--- config.mk ---
export PLATFORM = sky130hd
export DESIGN_NAME = comparator_serial_n_bit
export DESIGN_NICKNAME = d
export VERILOG_FILES = /design/src/rtl/comparator_serial_n_bit.sv
export SDC_FILE = /design/constraint.sdc
export NUM_CORES = 1
export LEC_CHECK = 0
export ABC_CLOCK_PERIOD_IN_PS = 3400
export BUFFER_PORTS_ARGS = -buffer_cell sky130_fd_sc_hd__buf_2
export CORE_UTILIZATION = 60
export CTS_BUF_LIST = sky130_fd_sc_hd__clkbuf_8
export DETAILED_ROUTE_END_ITERATION = 7
export PLACE_DENSITY = 0.85
export SLEW_MARGIN = 5
export SYNTH_ARGS = -nofsm -noshare
export SYNTH_HDL_FRONTEND = slang
export SYNTH_SLANG_ARGS = --single-unit
--- constraint.sdc ---
create_clock -name Clk_In -period 3.4 [get_ports Clk_In]
set_input_delay 0 -clock Clk_In [delete_from_list [all_inputs] [get_ports Clk_In]]
set_output_delay 0 -clock Clk_In [all_outputs]
set_load 0.02 [all_outputs]
--- src/rtl/comparator_serial_n_bit.sv ---
// Purpose: serial magnitude comparator. Compares two WIDTH-bit operands DIGIT_W bits per clock,
//          MSB digit first, and stops at the first digit that differs.
// Latency: Done_Out rises 1..NUM_DIGITS cycles after the accepting edge (one cycle per digit examined).
// Backpressure: none. Start_In is sampled only while idle and enabled; a start while busy is dropped.
//
// Ports:
//   Clk_In, Reset_n_In            clock (rising edge), asynchronous active-low reset
//   Enable_In                     low aborts any operation and clears every output
//   Start_In, Data_A_In/Data_B_In start request and operands, captured together on acceptance
//   Signed_In                     two's-complement mode; exists only when COMPARATOR_SIGNED_EN is defined
//   Busy_Out, Done_Out            operation in progress / one-cycle result-valid pulse
//   A_gt_B_Out/A_eq_B_Out/A_lt_B_Out  result flags, held until the next accepted start or abort
//   Cycles_Out                    number of digits examined to reach the held result
// Optional feature macro: COMPARATOR_SIGNED_EN (signed compare mode).

module comparator_serial_n_bit #(
    parameter int WIDTH   = 16,
    parameter int DIGIT_W = 4
) (
    input  logic                                  Clk_In,
    input  logic                                  Reset_n_In,
    input  logic                                  Enable_In,
    input  logic                                  Start_In,
    input  logic [WIDTH-1:0]                      Data_A_In,
    input  logic [WIDTH-1:0]                      Data_B_In,
`ifdef COMPARATOR_SIGNED_EN
    input  logic                                  Signed_In,
`endif
    output logic                                  Busy_Out,
    output logic                                  Done_Out,
    output logic                                  A_gt_B_Out,
    output logic                                  A_eq_B_Out,
    output logic                                  A_lt_B_Out,
    output logic [$clog2(WIDTH/DIGIT_W+1)-1:0]    Cycles_Out
);

    localparam int NUM_DIGITS = WIDTH / DIGIT_W;
    localparam int CNT_W      = $clog2(NUM_DIGITS + 1);
    localparam logic [CNT_W-1:0] LAST_IDX = CNT_W'(NUM_DIGITS - 1);
    localparam logic [CNT_W-1:0] ALL_CNT  = CNT_W'(NUM_DIGITS);

    typedef enum logic {
        IDLE = 1'b0,
        BUSY = 1'b1
    } state_t;

    state_t state_q, state_d;

    // Operands are shifted left one digit per cycle so the digit under test
    // is always the top DIGIT_W bits; no wide index mux is needed.
    logic [WIDTH-1:0] a_q, b_q;
    logic [CNT_W-1:0] idx_q;
    logic [CNT_W-1:0] cyc_q;
    logic             done_q, gt_q, eq_q, lt_q;

    logic [WIDTH-1:0] a_load, b_load;
    logic [DIGIT_W-1:0] dig_a, dig_b;
    logic             dig_ne, dig_gt, last_dig, accept, resolve;

`ifdef COMPARATOR_SIGNED_EN
    // Flipping the sign bit of both operands maps two's-complement order
    // onto unsigned order, so the digit datapath stays unsigned.
    logic [WIDTH-1:0] sign_mask;
    assign sign_mask = Signed_In ? (WIDTH'(1) << (WIDTH - 1)) : '0;
    assign a_load    = Data_A_In ^ sign_mask;
    assign b_load    = Data_B_In ^ sign_mask;
`else
    assign a_load    = Data_A_In;
    assign b_load    = Data_B_In;
`endif

    assign dig_a    = a_q[WIDTH-1 -: DIGIT_W];
    assign dig_b    = b_q[WIDTH-1 -: DIGIT_W];
    assign dig_ne   = (dig_a != dig_b);
    assign dig_gt   = (dig_a > dig_b);
    assign last_dig = (idx_q == LAST_IDX);
    assign accept   = (state_q == IDLE) && Enable_In && Start_In;
    assign resolve  = (state_q == BUSY) && (dig_ne || last_dig);

    // State register
    always_ff @(posedge Clk_In or negedge Reset_n_In) begin
        if (!Reset_n_In) begin
            state_q <= IDLE;
        end else begin
            state_q <= state_d;
        end
    end

    // Next-state logic; disable wins over everything
    always_comb begin
        state_d = state_q;
        if (!Enable_In) begin
            state_d = IDLE;
        end else begin
            case (state_q)
                IDLE:    if (Start_In) state_d = BUSY;
                BUSY:    if (resolve)  state_d = IDLE;
                default: state_d = IDLE;
            endcase
        end
    end

    // Datapath and result registers
    always_ff @(posedge Clk_In or negedge Reset_n_In) begin
        if (!Reset_n_In) begin
            a_q    <= '0;
            b_q    <= '0;
            idx_q  <= '0;
            cyc_q  <= '0;
            done_q <= 1'b0;
            gt_q   <= 1'b0;
            eq_q   <= 1'b0;
            lt_q   <= 1'b0;
        end else begin
            done_q <= 1'b0;
            if (!Enable_In) begin
                a_q   <= '0;
                b_q   <= '0;
                idx_q <= '0;
                cyc_q <= '0;
                gt_q  <= 1'b0;
                eq_q  <= 1'b0;
                lt_q  <= 1'b0;
            end else if (accept) begin
                a_q   <= a_load;
                b_q   <= b_load;
                idx_q <= '0;
                cyc_q <= '0;
                gt_q  <= 1'b0;
                eq_q  <= 1'b0;
                lt_q  <= 1'b0;
            end else if (state_q == BUSY) begin
                if (dig_ne) begin
                    gt_q   <= dig_gt;
                    lt_q   <= ~dig_gt;
                    done_q <= 1'b1;
                    cyc_q  <= idx_q + CNT_W'(1);
                end else if (last_dig) begin
                    eq_q   <= 1'b1;
                    done_q <= 1'b1;
                    cyc_q  <= ALL_CNT;
                end else begin
                    a_q   <= a_q << DIGIT_W;
                    b_q   <= b_q << DIGIT_W;
                    idx_q <= idx_q + CNT_W'(1);
                end
            end
        end
    end

    assign Busy_Out   = (state_q == BUSY);
    assign Done_Out   = done_q;
    assign A_gt_B_Out = gt_q;
    assign A_eq_B_Out = eq_q;
    assign A_lt_B_Out = lt_q;
    assign Cycles_Out = cyc_q;

endmodule

**After elaboration in Yosys (flattened, before gate mapping)**

Cells that the tools add are included.

- Register bits after elaboration: 43
- Output and inout bits: 8
- Logic and storage cells: 71
- Input port bits: 36

- Equality and inequality tests: 8
- Reduce and logical (&&, ||, !) cells: 8
- Mux-type cells: 42
- Add/sub/neg operators: 1
- Magnitude comparators: 1
- Bitwise operators: 2

Operator list:

| cell | number |
|---|---|
| $mux W16 | 10 |
| $mux W3 | 10 |
| $mux W1 | 21 |
| $ne A3 B1 Y1 const B | 3 |
| $ne A3 B2 Y1 const B | 2 |
| $reduce_and A3 Y1 | 2 |
| $gt A4 B4 Y1 | 1 |
| $ne A4 B1 Y1 const B | 1 |
| $ne A4 B4 Y1 | 1 |
| $reduce_and A2 Y1 | 2 |
| $add A3 B1 Y3 const B | 1 |
| $eq A3 B2 Y1 const B | 1 |
| $logic_and A1 B1 Y1 | 3 |
| $not A1 Y1 | 2 |
| $pmux W1 S2 | 1 |
| $logic_or A1 B1 Y1 | 1 |

**Depth between registers and ports, before layout**

Gate-level depths: netlist (run 1).

- Depth after elaboration: 6
- Mapped depth: 7
- Depth with buffers taken out: 6

**Worst setup path after synthesis (run 1)**

No wires, ideal clock.

- Path kind: register to register
- From: register a_q[15]
- To: register a_q[2]
- Setup time: 0.121 ns
- Arrival: 1.517 ns
- Data required time: 3.279 ns
- Period minus slack after synthesis: 1.638 ns
- Setup slack: 1.762 ns
- Cell stages (with the launch flop): 7
- Path buffers: 1
- Cells stage by stage: dfrtp_1 -> ha_1 -> nand4_2 -> nor2_4 -> a21oi_1 -> buf_2 -> a22o_1

- Word-level cells in the longest chain between the ends: 3

Ends and longest elaborated chain:

| element | RTL line | RTL |
|---|---|---|
| start: declaration | 51 | `logic [WIDTH-1:0] a_q, b_q;` |
| start signal: assignment | 125 | `a_q <= a_load;` |
| start signal: assignment | 143 | `a_q <= a_q << DIGIT_W;` |
| $ne A4 B4 Y1 | 74 | `assign dig_ne = (dig_a != dig_b);` |
| $ne A3 B2 Y1 (no source line) | -- |  |
| $reduce_and A3 Y1 (no source line) | -- |  |

No other way between the ends.
A chain may end at the register's enable or synchronous reset.

**Worst setup path in the final report (run 1)**

- From: register a_q[15]
- To: register a_q[14]

The elaborated chain is that of the path after synthesis.

==> results of run 1 <==
## where the power goes
group | internal, uW | total [uW] | switching, uW
combinational | 127 | 326 | 198
clock | 138 | 305 | 166
sequential | 560 | 602 | 41.8
## sequential cells by signal, indices dropped and copies added, names as in the netlist
signal      flops
A_lt_B_Out      1
A_gt_B_Out      1
Done_Out        1
a_q            16
b_q            16
Busy_Out        1
A_eq_B_Out      1
idx_q           3
Cycles_Out      3
## placed cells by master, fill, tap and decap left out, types with 4 or more instances in the layout
cell,instances
inv_1,11
dlygate4sd3_1,16
o21ai_0,5
a22o_1,8
nand2_1,4
ha_1,6
dfrtp_1,43
mux2i_1,24
o2bb2ai_1,21
nand2b_1,4
clkbuf_8,5
buf_2,43
nand3_1,9
## layout make-up
| class | instances | area share, % |
|---|---|---|
| Tap cell | 46 | 2.243 |
| Clock inverter | 3 | 0.4876 |
| Timing Repair Buffer | 61 | 15.21 |
| Inverter | 10 | 1.463 |
| Clock buffer | 5 | 2.682 |
| Sequential cell | 43 | 41.93 |
| Multi-Input combinational cell | 108 | 35.98 |
## metal layers
metal  vias up  GRT usage (%)  wire, um
li1        764              -         -
met1       772          36.20      1984
met2        58          42.86      2252
met3        14          7.353       236
met4         0          14.60       114
met5         -              0         0
## worst paths after layout
path | from | to | depth (start not counted)
worst max-delay path | a_q[15] | a_q[14] | 5
worst min-delay path | Data_A_In[9] | a_q[9] | 3
worst max register to register | a_q[15] | a_q[14] | 5
worst min register to register | a_q[11] | a_q[11] | 1
max in group asynchronous | Reset_n_In | Done_Out | 2
min in group asynchronous | Reset_n_In | a_q[10] | 2
## cells by family (layout without fill, tap and decap cells)
group,count (synthesis),after routing,synth area share [%]
and+or+nand+nor,28,28,7.850
muxes,24,24,11.25
buffers and inverters,22,79,6.854
DFF,43,43,50.38
adders and majority gates,6,6,3.515
AOI/OAI and AO/OA,50,50,20.15
## Yosys cell counts (all sizes together)
cell type / count / area, um^2
o211a: 1 / 10.01
and4: 1 / 8.760
ha: 6 / 75.07
a22o: 8 / 70.07
dfrtp: 43 / 1076
nand2b: 4 / 25.02
nor3: 2 / 10.01
a21o: 1 / 7.510
mux2i: 24 / 240.2
a311oi: 1 / 8.760
nand4: 1 / 12.51
o311ai: 3 / 26.28
o22ai: 1 / 6.260
buf: 12 / 108.9
nand2: 4 / 15.01
o31ai: 1 / 7.510
inv: 10 / 37.53
and2b: 1 / 7.510
nand3: 9 / 45.04
o2bb2ai: 24 / 229.0
and2: 1 / 6.260
or3: 1 / 6.260
nor3b: 1 / 12.51
a21oi: 4 / 31.28
nor2: 3 / 18.77
o32ai: 1 / 8.760
o21ai: 5 / 25.02
## what timing repair did
| action | 4_1_cts | 5_1_grt |
|---|---|---|
| setup buffers | 0 | 0 |
| hold buffers | 16 | 0 |
| endpoints found under the hold margin | 58 | 0 |
## metrics by stage
step           worst slack [ns]  instance area [um^2]
2_1_floorplan             1.762                  2136
3_3_place_gp              1.627                  2325
3_5_place_dp              1.481                  2325
4_1_cts                   1.470                  2566
5_1_grt                   1.323                  2566
6_report                  1.474                  2566
## critical path: cells and delay by family (launching register included)
kind | cells | cell delay [ns]
AO/OA/AOI/OAI | 2 | 0.71
adder cells (fa/ha/maj) | 1 | 0.36
flip-flops | 1 | 0.43
AND/OR/NAND/NOR | 2 | 0.28
==> out/qor.txt, run 1 <==
Post-route ant nets = 0
Number of buffers created by CTS = 5
Final Hold Fails = 0
Max rail drop VDD = 0.3228 mV
Cell Pwr Density = 480.1 mW/mm^2
Routed wire per std cell = 16.62 um
Status = finished clean
TritonCTS clock tree = done
Core area = 0.003363 mm^2
CTS Buffer Depth = 2
Die Span Y = 61.66 um
H-Tree Depth = 2
Worst setup SP type = flip-flop
Final #Nets = 271
Flop-to-flop setup slack = 1.47 ns
DIE WIDTH = 61.66 um
Worst skew pair latency = 0.30 ns
CTS root buf = clkbuf_8
Syn Inst Count = 173
1st-pass router iterations = 4
Non-Filler Instances = 276
Layout cells sized above 1 = 26.09%
Overall power = 1232 uW
Mean post-synth cell area = 12.35 um^2
Final Setup Violations = 0
Worst Tran Pin Value = 0.9452 ns
WHS = 0.005285 ns
RSZ-0062 raised after global routing = no
Leakage = 0.001188 uW
Antenna violations before repair = 0
First-pass GRT wire length = 7458 um
Crit path cell chain = ha_1, nand4_2, nor2_4, a21oi_4, o2bb2ai_1
Vias in the first global route = 1598
Final Wtd Congestion = 0.9636
GRT overflow = 0
Post-synthesis sequential area ratio = 50.38%
Max Clk Rate = 519.3 MHz
WP data required = 3.55 ns
CP max FO = 25
Synth-to-layout area growth = 20.15%
Ports = 44
Final core occ = 76.30%
CP Class = flip-flop to flip-flop
Placed cells = 252
Via Count = 1608
Hold Path Class = primary input to flip-flop
Period Utilization, post-route = 56.64%
Hpwl dp = 3141 um
Final Skew = 0.005536 ns
Rel. slew slack = 36.99%
Clk sink count = 43
Clock slew at reported path FFs = 0.08 ns
Cell variety after synth = 36
Drt drc = 0
Via density = 5.826
Critical path arrival = 2.08 ns
Max capacitance violation total = 0
Drt initial violations = 98
Initial Util = 63.50%
Multi-input gate area = 923.4 um^2
Seq. cell area = 0.001076 mm^2
Max incr delay on CP = 0.58 ns
Num rows = 21
Syn_nets = 215
Number of port buffers = 43
Slew Viols, Final = 0
Syn Std Cell Area = 0.002136 mm^2
Setup tns final = 0 ns
Antenna Diode Count = 0
Pin count of the biggest net entering global routing = 44
Period minus WS final = 1.926 ns
Die Area = 0.003802 mm^2
Final WL = 4588 um
Crit path max-delay cell type = a21oi_4
All-Layer GR Usage = 27.81%
Critical Path End Type = flip-flop
Fillers = 231
#FFs+latches synth = 43
Synth Warn # = 0
Cts repair resizes = 0
(Power assumes the default switching activity.)
==> inputs of run 2 (changes only) <==
Settings changed: ABC_CLOCK_PERIOD_IN_PS 3400 to 2000, CORE_UTILIZATION 60 to 56, PLACE_DENSITY 0.85 to 0.8.
Clock period 3.4 ns to 2 ns, I/O delays scaled along.
==> run 2 against run 1 <==
Effect of this change:
- global-route usage is 2.8 points lower
- final cell count is 0.36% lower
- total power is 81% higher
- die area is 6.9% higher
==> out/qor.txt, run 2 (synthesis gave the netlist of run 1 again) <==
Max rail drop VDD = 0.5889 mV
1st-pass router iterations = 4
Post-DP Area = 0.002355 mm^2
All-Layer GR Usage = 25.02%
Num rows = 22
Hold Crit Depth = 3
CTS root buf = clkbuf_8
CP Class = flip-flop to flip-flop
Clk sink count = 43
Setup tns final = 0 ns
Final Wtd Congestion = 0.8514
Routed wire per std cell = 16.68 um
Worst Hold Path EP = b_q[11]
Layout cells sized above 1 = 27.31%
Synth-to-layout area growth = 20.68%
First-pass GRT wire length = 7721 um
Hold Path Class = primary input to flip-flop
Die Area = 0.004065 mm^2
Pin count of the biggest net entering global routing = 44
CTS Buffer Depth = 2
H-Tree Depth = 2
Final Hold Fails = 0
Slew Viols, Final = 0
WL met1 = 1999 um
TritonCTS clock tree = done
Fillers = 276
Core area = 0.003661 mm^2
Via density = 5.836
Antenna violations before repair = 0
Via Count = 1605
Period Utilization, post-route = 93.68%
CP max FO = 32
Fin area = 0.002577 mm^2
Antenna Diode Count = 0
Final WL = 4587 um
DIE WIDTH = 63.76 um
Drt drc = 0
Max incr delay on CP = 0.40 ns
Cts repair resizes = 0
Vias in the first global route = 1665
WP data required = 2.18 ns
Number of buffers created by CTS = 5
Largest regs = a_q: 16 flops, b_q: 16 flops
Period minus WS final = 1.874 ns
Final Skew = 0.008975 ns
Worst skew pair latency = 0.30 ns
Final Setup Violations = 0
Flop-to-flop setup slack = 0.13 ns
GRT overflow = 0
Number of port buffers = 43
Crit path max-delay cell type = dfrtp_1
Drt initial violations = 94
Worst Tran Pin Value = 0.9153 ns
Initial Util = 58.34%
Hpwl dp = 3042 um
# Post-CTS Setup Buffers = 0
Die Span Y = 63.76 um
Final #Nets = 269
HP Start = Data_B_In[11]
Met3 wire len = 166 um
Rel. slew slack = 38.98%
Worst setup SP type = flip-flop
Clock slew at reported path FFs = 0.08 ns
Most frequent cells in the layout = dfrtp_1, buf_2, mux2i_1, o2bb2ai_1, dlygate4sd3_1
Critical Path End Type = flip-flop
WL met2 = 2325 um
Uppermost layer routed = met4
Leakage = 0.001191 uW
RR Endpoint = a_q[2]
Max Clk Rate = 533.7 MHz
Post-route ant nets = 0
Number of hold buffers added after CTS = 11
RSZ-0062 raised after global routing = no
Max capacitance violation total = 0
Status = finished clean
Cell Pwr Density = 866.1 mW/mm^2
Ports = 44
Reg2Reg Depth = 6
Crit path cell chain = ha_1, nand4_2, nor2_4, a21oi_2, buf_4, a22o_1
Reg2reg start = a_q[15]
Critical path arrival = 2.06 ns
run 2: cell count changes in the layout (fill, tap and decap cells not counted):
cell,before,now
buf_12,0,1
inv_1,11,10
dlygate4sd3_1,16,12
clkinv_2,1,0
bufinv_16,0,1
buf_4,2,3
run 2: per-stage QoR:
stage	total power (uW)	hold WS, ns	util (%)	instances	setup slack, ns
6_report	2232	0.001135	70.40	275	0.1263
5_1_grt	2337	0.01072	70.40	275	0.03689
4_1_cts	2237	0.0004078	70.13	274	0.1481
3_5_place_dp	1585	0.1908	64.32	256	0.1603
3_3_place_gp	1551	0.1656	64.32	256	0.2522
2_1_floorplan	1420	-0.2956	-	173	0.3624
run 2: final cells by class:
class	instances	area (um^2)	share of cell area [%]
Tap cell	48	60.06	2.330
Multi-Input combinational cell	108	923.4	35.83
Inverter	10	37.54	1.456
Timing Repair Buffer	59	377.9	14.66
Clock inverter	2	33.78	1.311
Sequential cell	43	1076	41.75
Clock buffer	5	68.82	2.670
run 2: worst max path at each step:
stage                        from  endpoint  slack [ns]  cells after the start
after floorplan           a_q[15]    a_q[2]        0.36                      6
after global placement    a_q[15]    a_q[3]        0.25                      6
after detailed placement  b_q[14]    b_q[1]        0.16                      7
after CTS                 a_q[15]    b_q[1]        0.15                      6
after global routing      b_q[14]    b_q[1]        0.04                      7
final                     a_q[15]    a_q[2]        0.13                      6
run 2: layer usage:
metal	global-route usage (%)	up-vias
met5	0	-
met4	8.239	0
met2	42.02	42
li1	-	761
met1	31.83	790
met3	5.714	12
run 2: worst max-delay path, delay by kind of cell, from the launching register on:
| kind | cells | cell delay [ns] |
|---|---|---|
| and+or+nand+nor | 2 | 0.44 |
| DFF | 1 | 0.40 |
| adders and majority gates | 1 | 0.33 |
| AOI/OAI and AO/OA | 2 | 0.32 |
| buffers and inverters | 1 | 0.26 |
run 2: power by group:
group          total (uW)  switching, uW  internal [uW]
logic                 569            342            227
clock network         642            281            361
registers            1020           69.7            952
==> inputs of run 3 (changes only) <==
Settings changed: RECOVER_POWER set to 25.
==> run 3 against run 2 <==
Effect of this change:
- total power about the same
- hold slack about the same
- clock-buffer cell count unchanged
- design area shrank 0.34%
- first-iteration DRC count did not move
- critical endpoint is now b_q[2]
- sequential share of layout area is 0.14 points higher
- clock power is essentially flat
- critical path type unchanged
==> out/qor.txt, run 3 (synthesis gave the netlist of run 1 again) <==
Max capacitance violation total = 0
Rel. slew slack = 32.07%
WHS = 0.0007933 ns
Hold Path Class = primary input to flip-flop
Most frequent cells in the layout = dfrtp_1, buf_2, mux2i_1, o2bb2ai_1, dlygate4sd3_1
Post-route ant nets = 0
Critical Path Source = a_q[15]
Hpwl dp = 3042 um
Number of buffers created by CTS = 5
TritonCTS clock tree = done
Final #Nets = 269
Via Count = 1605
Number of port buffers = 43
Num rows = 22
Reg2reg start = a_q[15]
Net Sw Frac = 31.15%
Cell Pwr Density = 868.3 mW/mm^2
Overall power = 2230 uW
Pin count of the biggest net entering global routing = 44
HP Start = Data_B_In[11]
Vias in the first global route = 1665
Ports = 44
Final Setup Violations = 0
Worst Tran Pin Value = 1.019 ns
# Post-CTS Setup Buffers = 0
Routed wire per std cell = 16.71 um
Antenna Diode Count = 0
Final core occ = 70.16%
Sw power = 694.8 uW
Status = finished clean
All-Layer GR Usage = 25.02%
Seq pwr share = 45.8%
CTS Buffer Depth = 2
Worst skew pair latency = 0.30 ns
Slew Viols, Final = 0
Critical path arrival = 2.05 ns
Critical Path End Type = flip-flop
Flop-to-flop setup slack = 0.13 ns
Period minus WS final = 1.874 ns
H-Tree Depth = 2
Worst setup SP type = flip-flop
CTS root buf = clkbuf_8
Leading cell type in the layout, fill and taps excluded = dfrtp_1
Final WL = 4596 um
Via density = 5.836
Reg2Reg Depth = 6
Leakage = 0.001162 uW
1st-pass router iterations = 4
WP data required = 2.18 ns
Drt initial violations = 94
Final Hold Fails = 0
Final Skew = 0.009781 ns
Clock slew at reported path FFs = 0.08 ns
Antenna violations before repair = 0
Die Area = 0.004065 mm^2
Worst Hold Path EP = b_q[11]
Period Utilization, post-route = 93.71%
Number of hold buffers added after CTS = 11
Largest regs = a_q: 16 flops, b_q: 16 flops
GRT overflow = 0
Clk sink count = 43
Layout cells sized above 1 = 24.23%
RSZ-0062 raised after global routing = no
Cts repair resizes = 0
Core area = 0.003661 mm^2
First-pass GRT wire length = 7721 um
Setup tns final = 0 ns
RR Endpoint = b_q[2]
Max Clk Rate = 533.6 MHz
Clock power frac = 28.8%
Final Wtd Congestion = 0.8514
Fillers = 281
DIE WIDTH = 63.76 um
Initial Util = 58.34%
CP Class = flip-flop to flip-flop
Die Span Y = 63.76 um
Synth-to-layout area growth = 20.27%
Pint = 1536 uW
Max rail drop VDD = 0.5902 mV
Hold Crit Depth = 3
Logic pwr share = 25.3%
CP max FO = 32
Drt drc = 0
run 3: changes by cell type in the layout (fill, tap and decap cells not counted):
cell	before	now
buf_2	43	35
clkbuf_1	0	7
clkbuf_2	0	1
run 3: per-layer routing:
layer | global-route usage [%] | vias to the layer above | routed length [um]
met5 | 0 | - | 0
met4 | 8.239 | 0 | 94
met3 | 5.714 | 12 | 162
met2 | 42.02 | 42 | 2323
met1 | 31.83 | 790 | 2016
li1 | - | 761 | -
run 3: worst max path at each step:
stage                   to  slack (ns)
floorplan           a_q[2]        0.36
global placement    a_q[3]        0.25
detailed placement  b_q[1]        0.16
CTS                 b_q[1]        0.15
global route        b_q[1]        0.04
finish              b_q[2]        0.13
run 3: stage by stage:
step | worst slack (ns) | instance area, um^2 | std cells
6_report | 0.1259 | 2569 | 275
5_1_grt | 0.03689 | 2569 | 275
4_1_cts | 0.1481 | 2567 | 274
3_5_place_dp | 0.1603 | 2355 | 256
3_3_place_gp | 0.2522 | 2355 | 256
2_1_floorplan | 0.3624 | 2136 | 173
run 3: critical path, stage by stage, from the launching register on:
cell and delay, ns:
dfrtp_1 0.40, ha_1 0.33, nand4_2 0.21, nor2_4 0.23, a21oi_2 0.08, buf_4 0.26, a22o_1 0.23
run 3: power groups by stage:
stage               clock [uW]  combinational (uW)  sequential [uW]
finish                     643                 565             1020
global route               686                 615             1030
CTS                        650                 567             1020
detailed placement           0                 550             1030
global placement             0                 521             1030
floorplan                    0                 388             1030
run 3: layout make-up:
class / count / area, um^2 / share of cell area, %
Clock buffer: 5 / 68.82 / 2.679
Tap cell: 48 / 60.06 / 2.338
Sequential cell: 43 / 1076 / 41.89
Timing Repair Buffer: 59 / 369.1 / 14.37
Inverter: 10 / 37.54 / 1.461
Clock inverter: 2 / 33.78 / 1.315
Multi-Input combinational cell: 108 / 923.4 / 35.95
